### config.mk
export PLATFORM = sky130hd
export DESIGN_NAME = system_init_seq
export DESIGN_NICKNAME = d
export VERILOG_FILES = /design/src/rtl/sgm_sys_pkg.sv /design/src/rtl/system_init_seq_stage_timer.sv /design/src/rtl/system_init_seq.sv
export SDC_FILE = /design/constraint.sdc
export NUM_CORES = 1
export LEC_CHECK = 0
export CORE_UTILIZATION = 40
export CTS_CLUSTER_DIAMETER = 120
export CTS_CLUSTER_SIZE = 8
export DETAILED_ROUTE_END_ITERATION = 7
export GPL_TIMING_DRIVEN = 0
export SLEW_MARGIN = 40
export SYNTH_ARGS = -nofsm -noshare
export SYNTH_HDL_FRONTEND = slang
export SYNTH_SLANG_ARGS = --single-unit
### constraint.sdc
create_clock -name clk -period 5.2 [get_ports clk]
set_clock_uncertainty 0.2 [all_clocks]
set_input_delay 0.78 -clock clk [delete_from_list [all_inputs] [get_ports clk]]
set_output_delay 0.78 -clock clk [all_outputs]
set_load 0.005 [all_outputs]
### src/rtl/sgm_sys_pkg.sv
// Shared constants for the SGMatch system-level sequencing logic.
// Holds the init FSM state encoding and the default stage timing values.
package sgm_sys_pkg;

  localparam logic ST_RUN  = 1'b0;
  localparam logic ST_DONE = 1'b1;

  localparam int CNT_W_DEF        = 24;
  localparam int DELAY_50MS_50MHZ = 2500000;

endpackage

### src/rtl/system_init_seq_stage_timer.sv
// Per-stage delay counter: counts enabled cycles, pulses expire combinationally on the
// cycle it sits at the terminal value and wraps to zero on that edge; clear has priority.
module stage_timer
  import sgm_sys_pkg::*;
#(
  parameter int CNT_W = CNT_W_DEF
) (
  input  logic             clk,
  input  logic             rst_n,
  input  logic             clear,
  input  logic             enable,
  input  logic [CNT_W-1:0] term,
  output logic             expire
);

  logic [CNT_W-1:0] cnt;

  assign expire = enable && !clear && (cnt == term);

  always_ff @(posedge clk or negedge rst_n) begin
    if (!rst_n) begin
      cnt <= '0;
    end else if (clear) begin
      cnt <= '0;
    end else if (enable) begin
      cnt <= expire ? '0 : cnt + CNT_W'(1);
    end
  end

endmodule

### src/rtl/system_init_seq.sv
// Power-on sequencer releasing a thermometer stage_done vector, one stage per programmed delay.
// All outputs registered; restart clears on the edge it is sampled, hold freezes counting in RUN.
module system_init_seq
  import sgm_sys_pkg::*;
#(
  parameter int                          NUM_STAGES   = 4,
  parameter int                          CNT_W        = CNT_W_DEF,
  parameter logic [NUM_STAGES*CNT_W-1:0] STAGE_DELAYS = {NUM_STAGES{CNT_W'(DELAY_50MS_50MHZ)}}
) (
  input  logic                  clk,
  input  logic                  rst_n,
  input  logic                  restart,
  input  logic                  hold,
  output logic [NUM_STAGES-1:0] stage_done,
  output logic                  all_done,
  output logic                  busy,
  output logic [3:0]            stage_idx
);

  logic                  state;
  logic [CNT_W-1:0]      delay_sel;
  logic [CNT_W-1:0]      term;
  logic [NUM_STAGES-1:0] idx_onehot;
  logic                  timer_en;
  logic                  expire;
  logic                  last_stage;

  always_comb begin
    delay_sel  = '0;
    idx_onehot = '0;
    for (int k = 0; k < NUM_STAGES; k++) begin
      if (stage_idx == 4'(k)) begin
        delay_sel     = STAGE_DELAYS[k*CNT_W +: CNT_W];
        idx_onehot[k] = 1'b1;
      end
    end
  end

  // A zero delay is treated as one cycle so no stage completes combinationally.
  assign term       = (delay_sel == '0) ? '0 : delay_sel - CNT_W'(1);
  assign timer_en   = (state == ST_RUN) && !hold;
  assign last_stage = (stage_idx == 4'(NUM_STAGES - 1));

  stage_timer #(
    .CNT_W (CNT_W)
  ) u_timer (
    .clk    (clk),
    .rst_n  (rst_n),
    .clear  (restart),
    .enable (timer_en),
    .term   (term),
    .expire (expire)
  );

  always_ff @(posedge clk or negedge rst_n) begin
    if (!rst_n) begin
      state      <= ST_RUN;
      stage_idx  <= '0;
      stage_done <= '0;
      busy       <= 1'b1;
    end else if (restart) begin
      state      <= ST_RUN;
      stage_idx  <= '0;
      stage_done <= '0;
      busy       <= 1'b1;
    end else if ((state == ST_RUN) && expire) begin
      stage_done <= stage_done | idx_onehot;
      if (last_stage) begin
        state <= ST_DONE;
        busy  <= 1'b0;
      end else begin
        stage_idx <= stage_idx + 4'd1;
      end
    end
  end

  assign all_done = stage_done[NUM_STAGES-1];

endmodule

==> results_dict.tcl <==
set metrics [dict create \
    first_iter_violations 143 \
    r2r-end "stage_idx[1]" \
    setup_ws_ns 2.42 \
    synth_area_sq_mm 0.00180 \
    yosys.area_share.simple_pct 25.9 \
    netlist_instances 187 \
    ios 14 \
    ctsResizeCount 0 \
    remaining_drc_errors 0 \
    maxCapViolCount 0 \
    fin_setup_tns_ns 0 \
    cts_buffers 5 \
    synth_xor_area_share_pct 11.2 \
    worstSetupStartpoint "hold" \
    clock_path_buffers 2 \
    hold_viol_final 0 \
    grt_overflow 0 \
    fmax_mhz 359 \
    grt_usage_pct 17.0 \
    hp-class "in2async" \
    worstSetupEndpoint "u_timer.cnt[23]" \
    grt_pass1_vias 1362 \
    synth_edf_count 0 \
    fin_crit_sh_pct 53.5 \
    worstPathArrival_ns 2.76 \
    synth-seq-cells 34 \
    synth_nets 196 \
    period_minus_slack_ns 2.78 \
    cp-end-kind "register" \
    cp.required_ns 5.17 \
    gp_congestion 0.833 \
    netlist.area_leader.share_pct 45.9 \
    ys.warnings.count 0 \
    vias_per_cell 5.43 \
    route.met2.wl_microns 1670 \
    synth_top_family_by_area "simple AND/OR/NAND/NOR gates" \
    synth.avg_cell_area_sq_um 9.62 \
    startpoint_type "primary input" \
    synth_compound_area_share_pct 6.33 \
    initial_core_util_pct 41.6 \
    r2r_setup_slack_ns 2.90 \
    path_class "in2reg" \
    postCtsSetupRepairBufs 0 \
    htreeDepth 2 \
    route.antenna.remaining_nets 0 \
    clockRootBuffer "clkbuf_8" \
    yosysSeqAreaShare_pct 47.4 \
    slew_headroom_pct 62.9 \
    diodes 0 \
    synth_largest_area_cell "dfrtp_1" \
    antenna_found_initial 0 \
    synth.area.mux_share_pct 1.18 \
    final_nets 217 \
    synth_fa_ha_area_share_pct 3.48 \
    die_width_microns 69.1 \
    outcome "completed" \
    rsz0062_at_grt "no" \
    clk_latency_ns 0.28 \
    syn_to_final_growth_pct 16.3 \
    die_h_microns 69.1 \
    portBuffers 13 \
    cts_hold_buf 0 \
    rows 24 \
    worstMarginPinSlew_ns 0.554 \
    netlist_top_cells_area "dfrtp_1 46%, xnor2_1 7.8%, nor2_1 6.1%, nor4_1 3.8%, ha_1 3.5%" \
    grt_pass1_wl_microns 6530 \
    ys_async_sr_fraction_pct 100 \
    drt-total-wl_microns 3590 \
    met3_length_microns 124 \
    ys_types 36 \
    cts_tree "done" \
    layout_common_cells "33 x dfrtp_1, 29 x nor2_1, 16 x xnor2_1" \
    r2r_cells 5 \
    cts.sinks 34 \
    dieArea_sq_mm 0.00477 \
    core_sq_mm 0.00432 \
    setup_viol 0 \
    p_leak_nw 0.826 \
    critPathMaxFanout 9 \
    synth-main-ff-cell "dfrtp_1" \
    top_layer_used "met4" \
    drive_above_1_share_pct 8.65 \
    first_pass_iters 4 \
    dpl.hpwl_microns 2590 \
    vdd_drop_max_mv 0.123 \
    power.density_mw_per_mm2 226 \
    clkTransAtPathRegs_ns 0.07 \
    mostFrequentLayoutCell "dfrtp_1" \
    slew_viol_final 0 \
    place_ws_ns 2.16 \
    r2r_start "stage_idx[3]" \
    vias 1412 \
    grt_max_degree 19 \
    met1_length_microns 1740 \
    wl_per_cell_microns 13.8 \
]
-- cells in the mapped netlist (all sizes together) (4+ instances only) --
cell type,number
dfrtp,33
inv,9
ha,5
xnor2,16
nand3,8
nor4,11
o21ai,5
nor2,29
nor3,8
buf,5
nand4,9
nand2,10
and3,4
xor2,7
a21oi,5
-- final cells by class --
type	count	area, sq um
Timing Repair Buffer	14	153
Buffer	7	48.8
Clock buffer	7	76.3
Inverter	9	33.8
Multi-Input combinational cell	137	865
Sequential cell	34	852
Tap cell	52	65.1
Fill cell	404	2230
-- worst min path at each step --
| stage | start | to | depth (start not counted) |
|---|---|---|---|
| after floorplan | rst_n | stage_done[0] | 0 |
| after global placement | stage_done[0] | stage_done[0] | 2 |
| after detailed placement | stage_done[0] | stage_done[0] | 2 |
| after CTS | rst_n | stage_done[2] | 1 |
| after global routing | rst_n | stage_done[2] | 1 |
| final | rst_n | stage_done[0] | 1 |
-- cell families after synthesis --
logic type      Yosys count
simple gates             90
xor+xnor                 23
mux                       2
compound gates           17
fa+ha+maj                 5
buf+inv                  16
flops                    34
-- critical path, cell delays in order --
cell and delay (ns):
clkdlybuf4s50_1 0.51, o21bai_1 0.39, nand4_1 0.44, nor4_1 0.42
xnor2_1 0.17, nor2_1 0.05
-- power by group --
group / internal [mW] / total, mW / switching, mW
Clock: 0.0922 / 0.183 / 0.0908
Sequential: 0.266 / 0.267 / 0.00122
Combinational: 0.00855 / 0.0224 / 0.0139
Total: 0.366 / 0.472 / 0.106
-- per-stage QoR --
step	utilization, %	instances	area (sq um)	power (mW)	hold slack [ns]
CTS	48.4	260	2090	0.479	0.250
detailed placement	46.6	253	2020	0.295	0.299
global placement	46.1	252	1990	0.292	0.277
global route	48.4	260	2090	0.494	0.263
floorplan	-	187	1800	0.281	0.284
finish	48.4	260	2090	0.472	0.239
-- state kept, by name, summed over array words and instances (netlist names) --
name	cells
u_timer.cnt	24
stage_done	4
stage_idx	4
busy	1
state	1
-- layer usage --
layer  vias up  GRT usage [%]
li1        690              -
met1       688           23.0
met2        29           26.8
met3         5           4.09
met4         0           5.44
met5         -              0
Note: power is estimated with default switching activity, not from simulation.
